--- config.mk ---
export PLATFORM = sky130hd
export DESIGN_NAME = pcm_i2s_tx
export DESIGN_NICKNAME = d
export VERILOG_FILES = /design/src/rtl/synth_audio_pkg.sv /design/src/rtl/bclk_gen.sv /design/src/rtl/pcm_i2s_tx.sv
export SDC_FILE = /design/constraint.sdc
export NUM_CORES = 1
export LEC_CHECK = 0
export ABC_AREA = 1
export BUFFER_PORTS_ARGS = -buffer_cell sky130_fd_sc_hd__buf_2
export CORE_MARGIN = 1
export CORE_UTILIZATION = 52
export CTS_CLUSTER_DIAMETER = 80
export CTS_CLUSTER_SIZE = 8
export DETAILED_ROUTE_END_ITERATION = 6
export HOLD_SLACK_MARGIN = 0.06
export PLACE_DENSITY = 0.75
export SLEW_MARGIN = 20
export SYNTH_ARGS = -nofsm -noshare
export SYNTH_HDL_FRONTEND = slang
export SYNTH_HIERARCHICAL = 1
export SYNTH_SLANG_ARGS = --single-unit
--- constraint.sdc ---
create_clock -name clk -period 1.8 [get_ports clk]
set_clock_uncertainty 0.05 [all_clocks]
set_input_delay 0.09 -clock clk [delete_from_list [all_inputs] [get_ports clk]]
set_output_delay 0.09 -clock clk [all_outputs]
set_load 0.005 [all_outputs]
--- src/rtl/synth_audio_pkg.sv ---
// Shared definitions for the synth audio output path (I2S transmitter now,
// codec/DAC blocks later).
//   SLOTS_PER_FRAME : BCLK periods per stereo frame
//   SLOT_MSB_LEFT   : slot carrying the left-channel MSB
//   SLOT_MSB_RIGHT  : slot carrying the right-channel MSB
//   i2s_state_t     : frame generator state
package synth_audio_pkg;

    localparam int SLOTS_PER_FRAME = 64;
    localparam int SLOT_MSB_LEFT   = 1;
    localparam int SLOT_MSB_RIGHT  = 33;

    typedef enum logic {
        IDLE = 1'b0,
        RUN  = 1'b1
    } i2s_state_t;

endpackage

--- src/rtl/bclk_gen.sv ---
// BCLK divider for the I2S transmitter.
//   clk_i       : system clock
//   rst_ni      : asynchronous active-low reset
//   start_i     : synchronous clear at IDLE->RUN
//   run_i       : divider runs while high, held cleared otherwise
//   bclk_o      : bit clock, toggles every CLK_DIV clk cycles
//   bclk_fall_o : high in the cycle whose closing edge takes bclk 1->0
module bclk_gen #(
    parameter int CLK_DIV = 4
) (
    input  logic clk_i,
    input  logic rst_ni,
    input  logic start_i,
    input  logic run_i,
    output logic bclk_o,
    output logic bclk_fall_o
);

    localparam int            DW       = (CLK_DIV > 1) ? $clog2(CLK_DIV) : 1;
    localparam logic [DW-1:0] DIV_LAST = DW'(CLK_DIV - 1);

    logic [DW-1:0] div_cnt_q, div_cnt_d;
    logic          bclk_q, bclk_d;
    logic          div_wrap;

    assign div_wrap = run_i && !start_i && (div_cnt_q == DIV_LAST);

    always_comb begin
        div_cnt_d = div_cnt_q;
        bclk_d    = bclk_q;
        if (start_i || !run_i) begin
            div_cnt_d = '0;
            bclk_d    = 1'b0;
        end else if (div_wrap) begin
            div_cnt_d = '0;
            bclk_d    = ~bclk_q;
        end else begin
            div_cnt_d = div_cnt_q + 1'b1;
        end
    end

    always_ff @(posedge clk_i or negedge rst_ni) begin
        if (!rst_ni) begin
            div_cnt_q <= '0;
            bclk_q    <= 1'b0;
        end else begin
            div_cnt_q <= div_cnt_d;
            bclk_q    <= bclk_d;
        end
    end

    assign bclk_o      = bclk_q;
    assign bclk_fall_o = div_wrap && bclk_q;

endmodule

--- src/rtl/pcm_i2s_tx.sv ---
// Mono PCM to I2S serialiser: one sample per frame, sent MSB-first into both
// the left and right slots, one BCLK after each LRCLK edge.
//   clk          : system clock
//   reset        : asynchronous active-low reset
//   enable       : run request, honoured at frame boundaries
//   sample_in    : PCM sample, captured on accept
//   sample_valid : sample_in valid
//   sample_ready : holding register empty
//   bclk/lrclk/sdata : I2S pins (lrclk 0 = left)
//   busy         : frame generator running
//   underrun     : sticky, a frame started without a fresh sample
module pcm_i2s_tx #(
    parameter int CLK_DIV   = 4,
    parameter int DATA_BITS = 16
) (
    input  logic                 clk,
    input  logic                 reset,
    input  logic                 enable,
    input  logic [DATA_BITS-1:0] sample_in,
    input  logic                 sample_valid,
    output logic                 sample_ready,
    output logic                 bclk,
    output logic                 lrclk,
    output logic                 sdata,
    output logic                 busy,
    output logic                 underrun
);

    import synth_audio_pkg::*;

    localparam logic [5:0] SLOT_LAST = 6'(SLOTS_PER_FRAME - 1);

    i2s_state_t           state_q, state_d;
    logic [DATA_BITS-1:0] hold_q, hold_d;
    logic [DATA_BITS-1:0] frame_q, frame_d;
    logic                 hold_full_q, hold_full_d;
    logic [5:0]           slot_q, slot_d;
    logic                 lrclk_q, lrclk_d;
    logic                 sdata_q, sdata_d;
    logic                 underrun_q, underrun_d;

    logic       start, bclk_fall, accept, boundary, transfer, data_bit;
    logic [5:0] slot_nxt;
    logic [4:0] half_pos;

    bclk_gen #(.CLK_DIV(CLK_DIV)) u_bclk_gen (
        .clk_i       (clk),
        .rst_ni      (reset),
        .start_i     (start),
        .run_i       (state_q == RUN),
        .bclk_o      (bclk),
        .bclk_fall_o (bclk_fall)
    );

    assign accept   = sample_valid && !hold_full_q;
    assign start    = (state_q == IDLE) && enable && hold_full_q;
    assign boundary = (state_q == RUN) && bclk_fall && (slot_q == SLOT_LAST);
    // accept needs an empty hold and transfer a full one, so they never collide
    assign transfer = start || (boundary && enable && hold_full_q);

    // lrclk/sdata are registered on the fall, so they are computed for the
    // slot being entered, not the one being left
    assign slot_nxt = slot_q + 6'd1;
    assign half_pos = slot_nxt[4:0];

    always_comb begin
        data_bit = 1'b0;
        for (int i = 0; i < DATA_BITS; i++) begin
            if (half_pos == 5'(SLOT_MSB_LEFT + DATA_BITS - 1 - i))
                data_bit = frame_q[i];
        end
    end

    always_comb begin
        state_d     = state_q;
        hold_d      = hold_q;
        hold_full_d = hold_full_q;
        frame_d     = frame_q;
        slot_d      = slot_q;
        lrclk_d     = lrclk_q;
        sdata_d     = sdata_q;
        underrun_d  = underrun_q;

        if (accept) begin
            hold_d      = sample_in;
            hold_full_d = 1'b1;
        end
        if (transfer) begin
            frame_d     = hold_q;
            hold_full_d = 1'b0;
        end

        case (state_q)
            IDLE: begin
                if (start) begin
                    state_d = RUN;
                    slot_d  = '0;
                    lrclk_d = 1'b0;
                    sdata_d = 1'b0;
                end
            end
            RUN: begin
                if (boundary) begin
                    slot_d  = '0;
                    lrclk_d = 1'b0;
                    sdata_d = 1'b0;
                    if (!enable)
                        state_d = IDLE;
                    else if (!hold_full_q)
                        underrun_d = 1'b1;   // frame_q repeats
                end else if (bclk_fall) begin
                    slot_d  = slot_nxt;
                    lrclk_d = slot_nxt[5];
                    sdata_d = data_bit;
                end
            end
            default: state_d = IDLE;
        endcase
    end

    always_ff @(posedge clk or negedge reset) begin
        if (!reset) begin
            state_q     <= IDLE;
            hold_q      <= '0;
            hold_full_q <= 1'b0;
            frame_q     <= '0;
            slot_q      <= '0;
            lrclk_q     <= 1'b0;
            sdata_q     <= 1'b0;
            underrun_q  <= 1'b0;
        end else begin
            state_q     <= state_d;
            hold_q      <= hold_d;
            hold_full_q <= hold_full_d;
            frame_q     <= frame_d;
            slot_q      <= slot_d;
            lrclk_q     <= lrclk_d;
            sdata_q     <= sdata_d;
            underrun_q  <= underrun_d;
        end
    end

    assign sample_ready = ~hold_full_q;
    assign busy         = (state_q == RUN);
    assign lrclk        = lrclk_q;
    assign sdata        = sdata_q;
    assign underrun     = underrun_q;

endmodule

==> impl_metrics.tcl <==
set metrics [dict create \
    r2r-start "slot_q[1]$_DFFE_PN0P_" \
    cts_made_buffers 5 \
    fmax_ghz 0.528 \
    wl_per_cell_um 13.5 \
    violations "setup timing" \
    wirelength_um 5040 \
    dpl.hpwl_um 2950 \
    hold_violations 0 \
    reg2reg_depth 19 \
    hp-start "sample_valid" \
    relSlewSlack_pct 65.7 \
    grt_pass1_wl_um 7430 \
    cpLargestDelayFamily "simple AND/OR/NAND/NOR gates" \
    yosys.area_share.adder_pct 3.39 \
    layout-drive-gt1-share_pct 35.8 \
    via_per_inst 5.03 \
    setup_slack_ps -92.2 \
    path_max_fanout 4 \
    drv_cap 0 \
    grt_pass1_vias 1748 \
    first_pass_iters 4 \
    synth_nets 280 \
    ys_ff_latch 45 \
    cts_sinks 45 \
    design.core.area_um2 4060 \
    timing.final.crit_share_pct 105 \
    n_antenna_cell 0 \
    ir_drop_mv 0.827 \
    area_growth_pct 36.5 \
    grt_util_all_layers_pct 22.6 \
    netlist_area_um2 2220 \
    crit_end "sdata$_DFFE_PN0P_" \
    start_util_pct 54.6 \
    yosysWarnings 6 \
    final_max_slew_viol_count 0 \
    dp_slack_ps -214 \
    nets 349 \
    min_period_ps 1890 \
    r2r_setup_slack_ps -90 \
    end_kind "flop" \
    pin_count 26 \
    holdWs_ps 78.4 \
    hold_path.class "primary input to flop" \
    cts_tree "built" \
    io_buffers 25 \
    placed_area_um2 2510 \
    drc_errors 0 \
    antenna_found_initial 0 \
    cts_root_buf "clkbuf_8" \
    num_vias 1881 \
    cp.depth 19 \
    critPathLaunch "slot_q[1]$_DFFE_PN0P_" \
    num_rows 23 \
    die_h_um 67.3 \
    worstSetupPathType "flop to flop" \
    clock_path_buffers 2 \
    gr-total-overflow 0 \
    synth-simple-area-share_pct 21.2 \
    die_area_um2 4530 \
    synth_top_family_by_area "simple AND/OR/NAND/NOR gates" \
    cp_slowest_cell "dfrtp_2" \
    place_congestion 0.891 \
    clock_latency_ps 310 \
    syn_inst 254 \
    drtIter0Drc 105 \
    rr_endpoint "sdata$_DFFE_PN0P_" \
    cts_htree_levels 2 \
    grt_start_max_net_pins 27 \
    synth_compound_area_share_pct 13.8 \
    powerDensity_nw_per_um2 1570 \
    grt_setup_unrepaired "yes" \
    synthMuxAreaShare_pct 1.52 \
    fin_setup_tns_ps -92.2 \
    cpPeakStageDelay_ps 470 \
    ant_nets 0 \
    die_w_um 67.3 \
    required_ps 1960 \
    syn_avg_cell_area_um2 8.73 \
    finalInstanceArea_um2 3030 \
    leakage_uw 0.00151 \
    crit_top_cell "nand2_1" \
    synth_xor_area_share_pct 1.19 \
    worst_pin_slew_ps 515 \
    path_buf_inv 2 \
    setup-violations-final 1 \
    cp_data_arrival_time_ps 2050 \
    clk_pin_slew_ps 90 \
    cp-start-kind "flop" \
    status "finished with violations" \
    crit_chain "inv_2, ha_4, inv_2, nand3_1, nand2_1, nand2_1, nand2_1, nand2_1, nand2_1, nand2_2, nand2_1, nand2_1, nand2_1, nand2_1, nand2_1, nand2_1, nand2_1, nand2_1, nand2_1" \
    synth-seq-area-share_pct 50.8 \
    synth.distinct_cells 24 \
]
==> worst reg2reg max path: cells and delay by family (launching register included) <==
kind / cells / cell delay [ps]
fa+ha+maj: 1 / 170
flops: 1 / 470
simple gates: 16 / 880
buf+inv: 2 / 210
==> power by group <==
| part | leakage [uW] | switching, uW | internal [uW] |
|---|---|---|---|
| Sequential | 0.000529 | 285 | 1480 |
| Clock | 0.0000574 | 361 | 452 |
| Combinational | 0.000921 | 1230 | 951 |
==> cell families (layout without fill, tap and decap cells) <==
logic type / count (synthesis) / in the layout
adder cells (fa/ha/maj): 6 / 6
flip-flops: 45 / 45
buffers and inverters: 42 / 112
AND/OR/NAND/NOR: 107 / 107
AO/OA/AOI/OAI: 48 / 48
multiplexers: 3 / 3
XOR/XNOR: 3 / 3
==> worst min-delay path by stage <==
stage | depth (start not counted) | end
2_1_floorplan | 0 | busy$_DFF_PN0_
3_3_place_gp | 1 | hold_q[15]$_DFFE_PN0P_
3_5_place_dp | 1 | hold_q[15]$_DFFE_PN0P_
4_1_cts | 3 | hold_full_q$_DFFE_PN0P_
5_1_grt | 3 | hold_full_q$_DFFE_PN0P_
6_report | 3 | hold_full_q$_DFFE_PN0P_
==> timing repair <==
item	4_1_cts	5_1_grt
setup buffers	2	5
pin swaps	0	5
endpoints found under the setup margin	14	20
hold buffers	18	0
endpoints found under the hold margin	39	0
resized for setup	8	35
==> registers in the layout, indices dropped and copies added, names as in the netlist <==
| signal | count |
|---|---|
| busy | 1 |
| u_bclk_gen/bclk_o | 1 |
| hold_q | 16 |
| u_bclk_gen/div_cnt_q | 2 |
| slot_q | 6 |
| sdata | 1 |
| frame_q | 16 |
| underrun | 1 |
| hold_full_q | 1 |
==> through the flow <==
stage / instances / total power, uW / utilization [%]
global route: 374 / 5070 / 74.6
floorplan: 254 / 2940 / -
finish: 374 / 4760 / 74.6
detailed placement: 341 / 3470 / 61.8
global placement: 341 / 3400 / 61.8
CTS: 369 / 4370 / 70.2
==> routing by layer <==
| layer | part of all wire (%) | GRT usage, % | vias up |
|---|---|---|---|
| li1 | - | - | 942 |
| met1 | 42 | 26.2 | 866 |
| met2 | 50 | 37.9 | 57 |
| met3 | 4.1 | 6.42 | 16 |
| met4 | 4.1 | 12.0 | 0 |
| met5 | 0 | 0 | - |
==> synth_stat cells <==
cell type | number | area, um2
xor2_1 | 2 | 17.5
inv_2 | 3 | 11.3
nand3_1 | 6 | 30.0
a21oi_1 | 21 | 105
xnor2_1 | 1 | 8.76
nor3_1 | 3 | 15.0
o22ai_1 | 3 | 18.8
nand2_2 | 6 | 37.5
nor3_2 | 2 | 20.0
o21ai_0 | 9 | 45.0
clkbuf_1 | 3 | 11.3
nor2_1 | 25 | 93.8
a21oi_4 | 1 | 16.3
o21bai_1 | 1 | 7.51
o21ai_2 | 13 | 114
nand4_2 | 1 | 12.5
nand4_1 | 4 | 25.0
dfrtp_1 | 45 | 1130
ha_1 | 6 | 75.1
buf_6 | 3 | 33.8
nor2_2 | 4 | 25.0
inv_1 | 33 | 124
mux2_2 | 3 | 33.8
nand2_1 | 56 | 210
==> cell type report <==
type,count,area [um2]
clock buffers,6,82.6
clock inverters,2,37.5
fillers,281,1030
inverters,36,145
multi-input cells,167,1050
flip-flops and latches,45,1130
well taps,50,62.6
repair buffers,68,513
==> placed cells by master (no fill, tap or decap), types with 2 or more instances in the layout <==
master / synthesis / final
dlygate4sd3_1: 0 / 18
inv_1: 33 / 28
nand4_1: 4 / 4
inv_2: 3 / 6
o21ai_0: 9 / 6
clkbuf_8: 0 / 6
nor3_1: 3 / 2
ha_4: 0 / 5
o21ai_2: 13 / 14
buf_4: 0 / 22
dfrtp_2: 0 / 4
dfrtp_1: 45 / 41
nand2_2: 6 / 6
buf_6: 3 / 2
nor2_2: 4 / 3
o21ai_1: 0 / 2
a21oi_2: 0 / 3
nand2_1: 56 / 55
nand3_1: 6 / 4
nor3_2: 2 / 3
mux2_2: 3 / 3
o22ai_1: 3 / 3
nand3_2: 0 / 2
nor2_1: 25 / 25
buf_2: 0 / 25
a21oi_1: 21 / 18
Power figures use the tool's default switching activity.
